## config.mk

```make
export PLATFORM = sky130hd
export DESIGN_NAME = dmem_arbiter_flat
export DESIGN_NICKNAME = d
export VERILOG_FILES = /design/src/rtl/dmem_arbiter_if.sv /design/src/rtl/dmem_arbiter.sv /design/src/flat_wrapper.sv
export SDC_FILE = /design/constraint.sdc
export NUM_CORES = 1
export LEC_CHECK = 0
export CELL_PAD_IN_SITES_DETAIL_PLACEMENT = 1
export CELL_PAD_IN_SITES_GLOBAL_PLACEMENT = 1
export CORE_MARGIN = 2
export CORE_UTILIZATION = 29
export DETAILED_ROUTE_END_ITERATION = 8
export PLACE_DENSITY = 0.9
export SYNTH_ARGS = -nofsm -noshare
export SYNTH_HDL_FRONTEND = slang
export SYNTH_SLANG_ARGS = --single-unit
```

## constraint.sdc

```tcl
create_clock -name clk -period 2.06 [get_ports clk]
set_clock_uncertainty 0.2 [all_clocks]
set_input_delay 0.412 -clock clk [delete_from_list [all_inputs] [get_ports clk]]
set_output_delay 0.412 -clock clk [all_outputs]
set_load 0.01 [all_outputs]
```

## src/rtl/dmem_arbiter_if.sv

```systemverilog
// Bundle between the two requesters (CPU, debug/loader), the arbiter and the
// single-port data memory. The arbiter takes the slave view.
interface dmem_arbiter_if #(
  parameter int DATA_W = 16,
  parameter int ADDR_W = 16
);
  logic              cpu_req;
  logic              cpu_we;
  logic [ADDR_W-1:0] cpu_addr;
  logic [DATA_W-1:0] cpu_wdata;
  logic              cpu_ack;
  logic [DATA_W-1:0] cpu_rdata;
  logic              cpu_stall;

  logic              dbg_req;
  logic              dbg_we;
  logic [ADDR_W-1:0] dbg_addr;
  logic [DATA_W-1:0] dbg_wdata;
  logic              dbg_ack;
  logic [DATA_W-1:0] dbg_rdata;

  logic [ADDR_W-1:0] mem_access_addr;
  logic [DATA_W-1:0] mem_write_data;
  logic              mem_write_en;
  logic              mem_read;
  logic [DATA_W-1:0] mem_read_data;

  modport slave (
    input  cpu_req, cpu_we, cpu_addr, cpu_wdata,
    output cpu_ack, cpu_rdata, cpu_stall,
    input  dbg_req, dbg_we, dbg_addr, dbg_wdata,
    output dbg_ack, dbg_rdata,
    output mem_access_addr, mem_write_data, mem_write_en, mem_read,
    input  mem_read_data
  );

  modport master (
    output cpu_req, cpu_we, cpu_addr, cpu_wdata,
    input  cpu_ack, cpu_rdata, cpu_stall,
    output dbg_req, dbg_we, dbg_addr, dbg_wdata,
    input  dbg_ack, dbg_rdata,
    input  mem_access_addr, mem_write_data, mem_write_en, mem_read,
    output mem_read_data
  );
endinterface

```

## src/rtl/dmem_arbiter.sv

```systemverilog
// Round-robin arbiter sharing one single-port data memory between the CPU and
// a debug/loader port. Each access runs IDLE -> ACCESS -> DONE (3 cycles).
module dmem_arbiter #(
  parameter int DATA_W = 16,
  parameter int ADDR_W = 16
) (
  input  logic          clk,
  input  logic          rst,
  dmem_arbiter_if.slave bus
);
  localparam int   NUM_REQ = 2;
  localparam logic OWN_CPU = 1'b0;
  localparam logic OWN_DBG = 1'b1;

  typedef struct packed {
    logic              we;
    logic [ADDR_W-1:0] addr;
    logic [DATA_W-1:0] wdata;
  } acc_t;

  typedef enum logic [1:0] {IDLE, ACCESS, DONE} state_t;

  state_t                           state, state_nxt;
  acc_t [NUM_REQ-1:0]               acc_in;
  acc_t                             lat_q, lat_nxt;
  logic [NUM_REQ-1:0]               req;
  logic [NUM_REQ-1:0]               ack_q, ack_nxt;
  logic [NUM_REQ-1:0][DATA_W-1:0]   rdata_q;
  logic                             owner_q, owner_nxt;
  logic                             last_q, last_nxt;
  logic                             win;
  logic                             cap_rd;
  logic                             busy;

  // Requester index 0 = CPU, 1 = debug.
  assign req       = {bus.dbg_req, bus.cpu_req};
  assign acc_in[0] = {bus.cpu_we, bus.cpu_addr, bus.cpu_wdata};
  assign acc_in[1] = {bus.dbg_we, bus.dbg_addr, bus.dbg_wdata};

  // On a tie the requester not granted last wins; otherwise the lone requester.
  assign win = (req == 2'b11) ? ~last_q : req[1];

  always_comb begin
    state_nxt = state;
    lat_nxt   = lat_q;
    owner_nxt = owner_q;
    last_nxt  = last_q;
    ack_nxt   = '0;
    cap_rd    = 1'b0;
    case (state)
      IDLE: begin
        if (|req) begin
          lat_nxt   = acc_in[win];
          owner_nxt = win;
          last_nxt  = win;
          state_nxt = ACCESS;
        end
      end
      ACCESS: begin
        state_nxt        = DONE;
        ack_nxt[owner_q] = 1'b1;
        cap_rd           = ~lat_q.we;
      end
      DONE:    state_nxt = IDLE;
      default: state_nxt = IDLE;
    endcase
  end

  always_ff @(posedge clk) begin
    if (rst) begin
      state   <= IDLE;
      lat_q   <= '0;
      owner_q <= OWN_CPU;
      last_q  <= OWN_DBG;
      ack_q   <= '0;
    end else begin
      state   <= state_nxt;
      lat_q   <= lat_nxt;
      owner_q <= owner_nxt;
      last_q  <= last_nxt;
      ack_q   <= ack_nxt;
    end
  end

  // Read data is held per port until that port's next read completes.
  always_ff @(posedge clk) begin
    if (rst) begin
      rdata_q <= '0;
    end else begin
      for (int i = 0; i < NUM_REQ; i++) begin
        if (cap_rd && owner_q == i[0])
          rdata_q[i] <= bus.mem_read_data;
      end
    end
  end

  // Gating with rst keeps an ACCESS cycle that coincides with reset from writing.
  assign busy                = (state == ACCESS) & ~rst;
  assign bus.mem_access_addr = lat_q.addr;
  assign bus.mem_write_data  = lat_q.wdata;
  assign bus.mem_write_en    = busy & lat_q.we;
  assign bus.mem_read        = busy & ~lat_q.we;

  assign bus.cpu_ack   = ack_q[0];
  assign bus.dbg_ack   = ack_q[1];
  assign bus.cpu_rdata = rdata_q[0];
  assign bus.dbg_rdata = rdata_q[1];
  assign bus.cpu_stall = bus.cpu_req & ~ack_q[0];
endmodule

```

## src/flat_wrapper.sv

```systemverilog
// flat-port wrapper written by rule: the top's interface ports become plain ports
module dmem_arbiter_flat 
#(
  parameter int DATA_W = 16,
  parameter int ADDR_W = 16
)
  (clk, rst, bus_cpu_req, bus_cpu_we, bus_cpu_addr, bus_cpu_wdata, bus_cpu_ack, bus_cpu_rdata, bus_cpu_stall, bus_dbg_req, bus_dbg_we, bus_dbg_addr, bus_dbg_wdata, bus_dbg_ack, bus_dbg_rdata, bus_mem_access_addr, bus_mem_write_data, bus_mem_write_en, bus_mem_read, bus_mem_read_data);
  dmem_arbiter_if #(.DATA_W(DATA_W), .ADDR_W(ADDR_W)) bus_i ();
  input  logic clk;
  input  logic rst;
  input wire logic [$bits(bus_i.cpu_req)-1:0] bus_cpu_req;
  input wire logic [$bits(bus_i.cpu_we)-1:0] bus_cpu_we;
  input wire logic [$bits(bus_i.cpu_addr)-1:0] bus_cpu_addr;
  input wire logic [$bits(bus_i.cpu_wdata)-1:0] bus_cpu_wdata;
  output wire logic [$bits(bus_i.cpu_ack)-1:0] bus_cpu_ack;
  output wire logic [$bits(bus_i.cpu_rdata)-1:0] bus_cpu_rdata;
  output wire logic [$bits(bus_i.cpu_stall)-1:0] bus_cpu_stall;
  input wire logic [$bits(bus_i.dbg_req)-1:0] bus_dbg_req;
  input wire logic [$bits(bus_i.dbg_we)-1:0] bus_dbg_we;
  input wire logic [$bits(bus_i.dbg_addr)-1:0] bus_dbg_addr;
  input wire logic [$bits(bus_i.dbg_wdata)-1:0] bus_dbg_wdata;
  output wire logic [$bits(bus_i.dbg_ack)-1:0] bus_dbg_ack;
  output wire logic [$bits(bus_i.dbg_rdata)-1:0] bus_dbg_rdata;
  output wire logic [$bits(bus_i.mem_access_addr)-1:0] bus_mem_access_addr;
  output wire logic [$bits(bus_i.mem_write_data)-1:0] bus_mem_write_data;
  output wire logic [$bits(bus_i.mem_write_en)-1:0] bus_mem_write_en;
  output wire logic [$bits(bus_i.mem_read)-1:0] bus_mem_read;
  input wire logic [$bits(bus_i.mem_read_data)-1:0] bus_mem_read_data;
  assign bus_i.cpu_req = bus_cpu_req;
  assign bus_i.cpu_we = bus_cpu_we;
  assign bus_i.cpu_addr = bus_cpu_addr;
  assign bus_i.cpu_wdata = bus_cpu_wdata;
  assign bus_cpu_ack = bus_i.cpu_ack;
  assign bus_cpu_rdata = bus_i.cpu_rdata;
  assign bus_cpu_stall = bus_i.cpu_stall;
  assign bus_i.dbg_req = bus_dbg_req;
  assign bus_i.dbg_we = bus_dbg_we;
  assign bus_i.dbg_addr = bus_dbg_addr;
  assign bus_i.dbg_wdata = bus_dbg_wdata;
  assign bus_dbg_ack = bus_i.dbg_ack;
  assign bus_dbg_rdata = bus_i.dbg_rdata;
  assign bus_mem_access_addr = bus_i.mem_access_addr;
  assign bus_mem_write_data = bus_i.mem_write_data;
  assign bus_mem_write_en = bus_i.mem_write_en;
  assign bus_mem_read = bus_i.mem_read;
  assign bus_i.mem_read_data = bus_mem_read_data;
  dmem_arbiter #(.DATA_W(DATA_W), .ADDR_W(ADDR_W)) u_core (.clk(clk), .rst(rst), .bus(bus_i));
endmodule
```

**Word level (Yosys, flattened, before mapping)**

Index checks and enable logic that the tools add are counted.

- Logic and storage cells: 40
- Output and inout bits: 69
- Register bits after elaboration: 71

- Bitwise logic cells: 10
- Order comparisons: 3
- Reductions and logical operators: 7
- Equality and inequality tests: 3
- Multiplexer cells: 8

Operators by type and width:

| operator | count |
|---|---|
| $mux W33 | 2 |
| $not A1 Y1 | 6 |
| $and A1 B1 Y1 | 4 |
| $lt A1 B2 Y1 const B | 2 |
| $pmux W2 S2 | 1 |
| $reduce_or A2 Y1 | 2 |
| $logic_and A1 B1 Y1 | 3 |
| $mux W1 | 3 |
| $eq A2 B1 Y1 const B | 1 |
| $eq A2 B2 Y1 const B | 1 |
| $logic_not A2 Y1 | 1 |
| $mux W2 | 1 |
| $ne A2 B1 Y1 const B | 1 |
| $reduce_and A2 Y1 | 1 |
| $demux W1 S1 | 1 |
| $ge A1 B1 Y1 const B | 1 |

**Logic depth before layout (Yosys ltp)**

Gate-level depths: netlist of the first run.

- Word-level depth: 4
- Mapped depth: 6
- Mapped depth without buffers: 3

**Least setup slack after synthesis of the first run**

No wires, ideal clock.

- Path kind: input-to-output
- Start: in rst
- End: out bus_mem_read
- Stages: 3
- Arrival: 1.114 ns
- Required time: 1.448 ns
- Slack: 0.334 ns
- Path through: clkbuf_1 clkbuf_1 nor3_1

- Word-level cells in the longest chain between the ends: 3

RTL lines:

| element | RTL line | RTL |
|---|---|---|
| start: declaration | flat_wrapper.sv:10 | `input logic rst;` |
| $not A1 Y1 | dmem_arbiter.sv:98 | `assign busy = (state == ACCESS) & ~rst;` |
| $and A1 B1 Y1 | dmem_arbiter.sv:98 |  |
| $and A1 B1 Y1 | dmem_arbiter.sv:102 | `assign bus.mem_read = busy & ~lat_q.we;` |
| end: declaration | flat_wrapper.sv:27 | `output wire logic [$bits(bus_i.mem_read)-1:0] bus_mem_read;` |

No other way between the ends.

**Worst setup path in the final report of the first run**

- Start: reg u_core.state[1]
- End: out bus_mem_write_en

- Word-level cells in the longest chain between the ends: 3

RTL lines:

| element | RTL line | RTL |
|---|---|---|
| start: declaration | dmem_arbiter.sv:23 | `state_t state, state_nxt;` |
| start signal: assignment | dmem_arbiter.sv:77 | `state <= state_nxt;` |
| $eq A2 B1 Y1 | dmem_arbiter.sv:98 |  |
| $and A1 B1 Y1 | dmem_arbiter.sv:98 |  |
| $and A1 B1 Y1 | dmem_arbiter.sv:101 | `assign bus.mem_write_en = busy & lat_q.we;` |
| end: declaration | flat_wrapper.sv:26 | `output wire logic [$bits(bus_i.mem_write_en)-1:0] bus_mem_write_en;` |

No other way between the ends.

==> implementation parameters, run 1 <==
Parameter                              Value

Outcome
  Result of the run ... completed

Logic synthesis
  Part of the Yosys area used for sequential elements ... 42.9%
  Cell Area, Synth ... 3310 sq um
  Cell types occupying the most area after synthesis ... dfxtp_1, nand2_1, a311oi_2
  Synthesized netlist cell count ... 388
  Synth warn ... 0
  Leading area contributor after synthesis ... dfxtp_1
  Total nets after synthesis ... 474
  Synthesized area per cell ... 8.53 sq um
  Ys async rst share ... 0%
  Top cells by count, synth ... nand2_1, dfxtp_1, a21oi_1
  Flip-flop and latch count after synthesis ... 71
  Area share of the largest cell type after synthesis ... 42.9%
  Number of flops mapped to enable cells by yosys ... 0
  Number of distinct library cells after synthesis ... 24
  Most repeated cell in the gate-level netlist after synthesis ... nand2_1
  Prevailing post-synth register cell ... dfxtp_1

Critical path
  Gate family responsible for the most delay along the worst path ... simple AND/OR/NAND/NOR gates
  CP max stage delay ... 310 ps
  Critical path startpoint category ... flop
  Critical Path End Type ... primary output
  Crit path kind ... flop to primary output
  Crit-path max FO ... 3
  Buffers plus inverters on the worst setup path ... 1
  Crit-path slowest cell ... dfxtp_1
  Cell chain of the critical path ... nand2b_1, nor2_2, and2_1, clkdlybuf4s15_1
  Required arrival time at the worst endpoint ... 1450 ps
  WP data arrival ... 1350 ps

Power and ir drop
  Overall power of the completed layout ... 3.90 mW
  Leakage power ... 1.80 nW
  Peak supply drop ... 295 uV
  Total power per unit cell area ... 769 nW/um^2

Layout
  Antenna diodes ... 0
  Util after Layout ... 45.0%
  Layout-stage area growth over the synthesis result ... 53.3%
  Nets ... 590
  Layout cells sized above 1 ... 13.4%

Detailed routing
  DR DRC count ... 0
  Total number of vias ... 3164
  Post-DR wirelength/cell ... 15.8 um
  Avg Vias per Cell ... 4.86
  Length of the first detailed-routing pass in iterations ... 4
  Detail Route Antenna Nets ... 0
  Violation count after the first detailed-routing iteration ... 113
  Final wirelength ... 10300 um

Global route
  Via count of the first global-routing pass ... 3495
  Maximum number of pins on one net before global-route repair ... 49
  Initial antenna violation count ... 0
  Grt ovf ... 0
  Wire length of the first global-routing pass ... 17100 um
  Global routing usage summed across all routing layers ... 17.0%

Floorplan
  Initial core utilization ... 29.4%
  Die area ... 12300 sq um
  Count of boundary I/O pins ... 155
  Core region area ... 11300 sq um
  Standard-cell rows ... 39
  Die height ... 111 um
  Die Width ... 111 um

CTS
  PostCTS Resize Cnt ... 3
  TritonCTS clock tree ... done
  Clock-pin slew reported for the worst setup and hold paths after clock tree synthesis ... 60 ps
  Cts hold-fix bufs ... 0
  Clk_lat worst skew ... 330 ps
  H-Tree Depth ... 3
  Inserted Clock Buffers ... 9
  Maximum number of buffers from clock root to sink ... 2
  Number of buffers added for setup after CTS ... 0
  Buffer cell driving the clock tree root ... clkbuf_16
  Clk sink count ... 71

Timing
  Sum of negative setup slack ... 0 ps
  Slew at the pin closest to its max-slew limit ... 598 ps
  Final count of pins violating max slew ... 0
  Final setup violation count ... 0
  Setup repair after global routing missed its margin ... false
  Worst slew margin relative to its limit ... 60.1%
  Fin. Hold Viols ... 0
  Period utilization ... 95.4%
  Achievable frequency ... 509 MHz
  Hold WS ... 105 ps
  Final critical-path required period ... 1970 ps

Placement
  Number of port buffers ... 154
  HPWL Detailed ... 7780 um
  Routability congestion estimate ... 0.760

Min path
  Worst min-delay path class ... input pin to flop

Job
  Number of max-cap violations ... 0
[per-layer routing]
metal	up-vias	GRT usage, %	share of wire [%]
li1	1524	-	-
met1	1501	20.2	42
met2	122	29.8	50
met3	17	3.83	5.8
met4	0	6.83	2.1
met5	-	0	0
[area by class of cell]
cell class / count / area (sq um)
fillers: 1291 / 6200
repair buffers: 171 / 1710
multi-input cells: 251 / 1490
flip-flops and latches: 71 / 1420
clock buffers: 13 / 260
well taps: 143 / 179
clock inverters: 2 / 16.3
[cell usage in the layout, fill, tap and decap left out, types with 2 or more instances in the layout]
cell / netlist / layout
a21bo_2: 2 / 2
a21oi_1: 66 / 66
a311oi_1: 4 / 4
a311oi_2: 29 / 29
and2_1: 2 / 2
buf_12: 0 / 4
buf_4: 32 / 13
clkbuf_1: 18 / 2
clkbuf_16: 0 / 9
clkbuf_8: 0 / 2
clkdlybuf4s50_1: 0 / 150
dfxtp_1: 71 / 71
dlygate4sd2_1: 0 / 2
nand2_1: 132 / 132
nor2b_1: 3 / 3
nor3_1: 2 / 2
[report_power, final]
part,total (mW),leakage (nW),switching [mW],internal [mW]
Combinational,0.915,1.09,0.419,0.495
Clock,1.43,0.132,0.556,0.877
Sequential,1.55,0.583,0.0693,1.48
Total,3.90,1.80,1.04,2.86
[stage by stage]
stage | area [sq um] | std cells | setup slack (ps)
after detailed placement | 4800 | 636 | -197
after CTS | 5070 | 651 | 11.5
final | 5070 | 651 | 94.3
after floorplan | 3310 | 388 | 334
after global routing | 5070 | 651 | 16.5
after global placement | 4800 | 636 | -97.3
[registers in the layout, indices dropped and copies added (netlist names)]
signal / flops
u_core.ack_q: 2
u_core.bus.cpu_rdata: 16
u_core.bus.dbg_rdata: 16
u_core.bus.mem_access_addr: 16
u_core.bus.mem_write_data: 16
u_core.last_q: 1
u_core.lat_q: 1
u_core.owner_q: 1
u_core.state: 2
[worst paths after layout]
check,start,to,slack (ps),cells after the start
worst min register to register,u_core.bus.dbg_rdata[11],u_core.bus.dbg_rdata[11],250,2
worst max register to register,u_core.state[1],u_core.bus.mem_write_data[3],170,4
worst max-delay path,u_core.state[1],bus_mem_write_en,90,4
worst min-delay path,rst,u_core.state[1],110,2
[cell families after synthesis]
group	synth area share, %
DFF	42.9
buffers and inverters	12.9
and+or+nand+nor	18.8
AOI/OAI and AO/OA	25.4
Power figures use the tool's default switching activity.
==> inputs of run 2 (changes only) <==
Settings changed: CTS_CLUSTER_DIAMETER set to 120, MAX_ROUTING_LAYER set to met4.
==> run 2 against run 1 <==
Clock power hardly changed. Highest routed layer unchanged. Flip-flop and latch count stayed put. Register-to-register slack hardly changed. Routed wire length hardly changed. Global-route usage is 0.46 points higher. Non-clock buffer count stayed put. Count of clock-buffer cells in the layout stayed put. Critical path type unchanged. Via count hardly changed.
==> implementation parameters, run 2 (synthesis gave the netlist of run 1 again) <==
Parameter                              Value

Global route
  Initial antenna violation count ... 0
  Met2 layer usage reported by global route ... 29.8%
  Grt ovf ... 0
  Met1 capacity usage during global routing ... 20.4%
  Wire length of the first global-routing pass ... 17100 um
  Maximum number of pins on one net before global-route repair ... 49
  Most Used Layer, Global Route ... met2
  Met3 Use GR ... 3.44%
  Global routing usage summed across all routing layers ... 17.5%
  Via count of the first global-routing pass ... 3497

Critical path
  Gate family responsible for the most delay along the worst path ... simple AND/OR/NAND/NOR gates
  Crit path kind ... flop to primary output
  Worst path depth ... 4
  Critical path startpoint category ... flop
  Required arrival time at the worst endpoint ... 1450 ps
  Buffers plus inverters on the worst setup path ... 1
  WP data arrival ... 1350 ps
  Cell chain of the critical path ... nand2b_1, nor2_2, and2_1, clkdlybuf4s15_1
  Crit-path slowest cell ... dfxtp_1
  Crit-path max FO ... 3
  CP max stage delay ... 310 ps
  Depth of the worst register-to-register path ... 4
  Critical Path End Type ... primary output

CTS
  H-Tree Depth ... 3
  Buffer cell driving the clock tree root ... clkbuf_16
  Clock-pin slew reported for the worst setup and hold paths after clock tree synthesis ... 60 ps
  Clk_lat worst skew ... 330 ps
  Clk sink count ... 71
  Inserted Clock Buffers ... 9
  Maximum number of buffers from clock root to sink ... 2
  Cts hold-fix bufs ... 0
  TritonCTS clock tree ... done

Timing
  Fin. Hold Viols ... 0
  Period utilization ... 95.4%
  Final setup violation count ... 0
  Slew at the pin closest to its max-slew limit ... 597 ps
  Sum of negative setup slack ... 0 ps
  Final critical-path required period ... 1970 ps
  Worst slew margin relative to its limit ... 60.2%
  Setup repair after global routing missed its margin ... false
  Achievable frequency ... 509 MHz
  Final count of pins violating max slew ... 0

Min path
  Hold-critical path depth ... 2
  Worst min-delay path class ... input pin to flop

Power and ir drop
  Total power per unit cell area ... 768 nW/um^2
  Overall power of the completed layout ... 3.90 mW
  Peak supply drop ... 294 uV
  Leakage power ... 1.80 nW

Detailed routing
  Length of the first detailed-routing pass in iterations ... 4
  Detail Route Antenna Nets ... 0
  Violation count after the first detailed-routing iteration ... 124
  Post-DR wirelength/cell ... 15.8 um
  Total number of vias ... 3167
  DR DRC count ... 0
  Avg Vias per Cell ... 4.86
  Final wirelength ... 10300 um

Floorplan
  Die area ... 12300 sq um
  Initial core utilization ... 29.4%
  Count of boundary I/O pins ... 155
  Core region area ... 11300 sq um
  Die height ... 111 um
  Standard-cell rows ... 39
  Die Width ... 111 um

Layout
  Nets ... 590
  Layout cells sized above 1 ... 13.4%
  Commonest non-fill, non-tap cells in the layout ... clkdlybuf4s50_1, nand2_1, dfxtp_1, a21oi_1, a311oi_2
  Most common library cell in the layout ignoring fill and taps ... clkdlybuf4s50_1
  Filler cell count in the final layout ... 1291
  Antenna diodes ... 0
  Layout-stage area growth over the synthesis result ... 53.3%
  Util after Layout ... 45.0%
  Post-route cell area ... 5070 sq um

Job
  Number of max-cap violations ... 0

Placement
  HPWL Detailed ... 7780 um
  Standard cell area after detailed placement ... 4800 sq um
  Routability congestion estimate ... 0.770
  Number of port buffers ... 154

Outcome
  Result of the run ... completed
## run 2: worst register-to-register path, stage by stage (launching register included)
cell	delay, ps
dfxtp_1	310
buf_4	160
nor2_4	270
and2_4	590
a311oi_2	200
## run 2: per-layer routing
metal | up-vias | part of all wire, %
met2 | 123 | 50
met5 | - | 0
met1 | 1500 | 43
li1 | 1525 | -
met3 | 19 | 5.6
met4 | 0 | 2.1
## run 2: path summary, 6_finish.rpt
check | slack (ps) | to | startpoint
min reg2reg | 250 | u_core.bus.dbg_rdata[11] | u_core.bus.dbg_rdata[11]
max | 90 | bus_mem_write_en | u_core.state[1]
min | 110 | u_core.state[1] | rst
max reg2reg | 170 | u_core.bus.mem_write_data[3] | u_core.state[1]
## run 2: layout make-up
cell class,count,area (sq um),area share (%)
Clock buffer,13,260,5.13
Clock inverter,2,16.3,0.321
Multi-Input combinational cell,251,1490,29.3
Sequential cell,71,1420,28.0
Tap cell,143,179,3.53
Timing Repair Buffer,171,1710,33.7
## run 2: repair_timing
item                                    4_1_cts  5_1_grt
resized for setup                             3        2
buffers inserted                              0        0
endpoints found under the setup margin        3        1
## run 2: stage by stage
stage               instances  setup slack, ps  hold WS (ps)
floorplan                 388              334           281
global placement          636            -97.3           240
detailed placement        636             -197           250
CTS                       651             11.5           105
global route              651             16.5           114
finish                    651             94.4           106
## run 2: power by group
group          total (mW)  leakage [nW]  internal, mW  switching (mW)
combinational       0.914          1.09         0.495           0.419
clock                1.43         0.132         0.877           0.555
sequential           1.55         0.583          1.48          0.0691
total                3.90          1.80          2.86            1.04
==> inputs of run 3 (changes only) <==
--- a/config.mk
+++ b/config.mk
@@ -12,6 +12,8 @@
 export CTS_CLUSTER_DIAMETER = 120
 export DETAILED_ROUTE_END_ITERATION = 8
+export GPL_TIMING_DRIVEN = 0
 export MAX_ROUTING_LAYER = met4
 export PLACE_DENSITY = 0.9
+export SETUP_SLACK_MARGIN = 0.1
 export SYNTH_ARGS = -nofsm -noshare
 export SYNTH_HDL_FRONTEND = slang
--- a/constraint.sdc
+++ b/constraint.sdc
@@ -3,3 +3,3 @@
 set_input_delay 0.412 -clock clk [delete_from_list [all_inputs] [get_ports clk]]
 set_output_delay 0.412 -clock clk [all_outputs]
-set_load 0.01 [all_outputs]
+set_load 0.005 [all_outputs]
==> run 3 against run 2 <==
Sequential share of layout area shrank 1.5 points. Clock power is 17% higher. Critical path type is now input pin to primary output. Total power up 8.4%. Sequential power about the same. Setup slack improved by 54 ps. Flip-flop and latch count is the same. First-iteration DRC count down 8.9%. Critical path depth down 1. Via count is 5.4% higher. Critical endpoint is now bus_cpu_stall.
==> implementation parameters, run 3 (synthesis gave the netlist of run 1 again) <==
Parameter                              Value

Critical path
  Worst R2R Start ... u_core.lat_q[32]
  Worst setup path start ... bus_cpu_req
  Crit-path max FO ... 5
  R2R setup slack ... 300 ps
  Required arrival time at the worst endpoint ... 1450 ps
  Endpoint of the worst setup timing path ... bus_cpu_stall
  Depth of the worst register-to-register path ... 5
  Capture instance of the worst register-to-register path ... u_core.bus.cpu_rdata[15]
  Crit path kind ... input pin to primary output
  Critical Path End Type ... primary output
  WP data arrival ... 1300 ps
  Critical path startpoint category ... input pin

CTS
  Maximum number of buffers from clock root to sink ... 2
  Clock-pin slew reported for the worst setup and hold paths after clock tree synthesis ... 60 ps
  Clk_lat worst skew ... 320 ps
  Buffer cell driving the clock tree root ... clkbuf_16
  Clk sink count ... 71
  TritonCTS clock tree ... done
  Inserted Clock Buffers ... 9
  Number of buffers added for setup after CTS ... 0
  Cts hold-fix bufs ... 0
  H-Tree Depth ... 3

Floorplan
  Die Width ... 111 um
  Standard-cell rows ... 39
  Die height ... 111 um
  Initial core utilization ... 29.4%
  Core region area ... 11300 sq um
  Count of boundary I/O pins ... 155
  Die area ... 12300 sq um

Global route
  Grt ovf ... 0
  Initial antenna violation count ... 0
  Wire length of the first global-routing pass ... 18200 um
  Global routing usage summed across all routing layers ... 18.8%
  Via count of the first global-routing pass ... 3696
  Maximum number of pins on one net before global-route repair ... 14

Layout
  Most common library cell in the layout ignoring fill and taps ... clkdlybuf4s50_1
  Nets ... 638
  Layout cells sized above 1 ... 20.5%
  Util after Layout ... 47.8%
  Antenna diodes ... 0
  Layout-stage area growth over the synthesis result ... 62.8%
  Final non-filler cell total ... 700
  Commonest non-fill, non-tap cells in the layout ... clkdlybuf4s50_1, nand2_1, dfxtp_1, a21oi_1, buf_4
  Post-route cell area ... 5390 sq um

Timing
  Setup repair after global routing missed its margin ... false
  Achievable frequency ... 523 MHz
  Min setup slack post-route ... 149 ps
  Slew at the pin closest to its max-slew limit ... 748 ps
  Hold WS ... 203 ps
  Worst slew margin relative to its limit ... 50.1%
  Final critical-path required period ... 1910 ps
  Final setup violation count ... 0
  Period utilization ... 92.8%
  Sum of negative setup slack ... 0 ps
  Fin. Hold Viols ... 0
  Final count of pins violating max slew ... 0

Detailed routing
  Post-DR wirelength/cell ... 16.2 um
  DR DRC count ... 0
  Total number of vias ... 3338
  Detail Route Antenna Nets ... 0
  Avg Vias per Cell ... 4.77
  Length of the first detailed-routing pass in iterations ... 4
  Violation count after the first detailed-routing iteration ... 113
  Final wirelength ... 11300 um

Placement
  HPWL Detailed ... 8640 um
  Standard cell area after detailed placement ... 5020 sq um
  Routability congestion estimate ... 0.806
  Pre-CTS setup slack ... -453 ps
  Number of port buffers ... 153
  Cell Count Post-Placement ... 684

Job
  Number of max-cap violations ... 0

Min path
  Worst min-delay path class ... input pin to flop

Power and ir drop
  Total power per unit cell area ... 785 nW/um^2
  Leakage power ... 2.04 nW
  Peak supply drop ... 375 uV
  Overall power of the completed layout ... 4.23 mW

Outcome
  Result of the run ... completed
[run 3: cell types whose count changed in the layout (fill, tap and decap cells not counted), sizes merged]
cell,previous run,this run
buf,18,47
dlymetal6s2s,0,2
inv,0,2
clkinvlp,1,2
clkbuf,13,30
bufinv,0,2
clkinv,1,0
clkdlybuf4s50,150,148
dlygate4sd2,2,1
[run 3: cell type report]
class,count,area [sq um]
clock buffers,10,229
flip-flops and latches,71,1430
plain buffers,66,448
clock inverters,6,92.6
repair buffers,153,1530
well taps,143,179
fillers,1346,5890
multi-input cells,251,1480
[run 3: worst min-delay path by stage]
stage                             start                        to  slack [ps]  cells after the start
6_report                            rst           u_core.state[1]         200                      2
5_1_grt                             rst           u_core.state[1]         230                      2
4_1_cts                             rst           u_core.state[1]         210                      2
3_5_place_dp    u_core.bus.dbg_rdata[4]   u_core.bus.dbg_rdata[4]         250                      2
3_3_place_gp   u_core.bus.dbg_rdata[15]  u_core.bus.dbg_rdata[15]         240                      2
2_1_floorplan   u_core.bus.cpu_rdata[0]   u_core.bus.cpu_rdata[0]         250                      2
[run 3: worst max-delay path: stages]
cell             delay, ps
clkdlybuf4s15_2        240
nor2b_1                140
clkdlybuf4s50_1        500
[run 3: where the power goes]
part | internal (mW) | total, mW | leakage, nW | switching, mW
logic | 0.578 | 0.988 | 1.30 | 0.410
registers | 1.48 | 1.56 | 0.584 | 0.0734
clock network | 1.07 | 1.68 | 0.150 | 0.615
total | 3.13 | 4.23 | 2.04 | 1.10
[run 3: repair_timing]
item / CTS / global route
endpoints found under the hold margin: 0 / 0
setup endpoints to repair: 33 / 28
cloned: 0 / 0
gates resized for setup: 21 / 10
[run 3: metal layers]
layer  track usage [%]  vias up  wire (um)
li1                  -     1627          -
met1              20.2     1577       4570
met2              34.4      123       5990
met3              4.81       11        680
met4              4.83        0        111
met5                 -        -          0
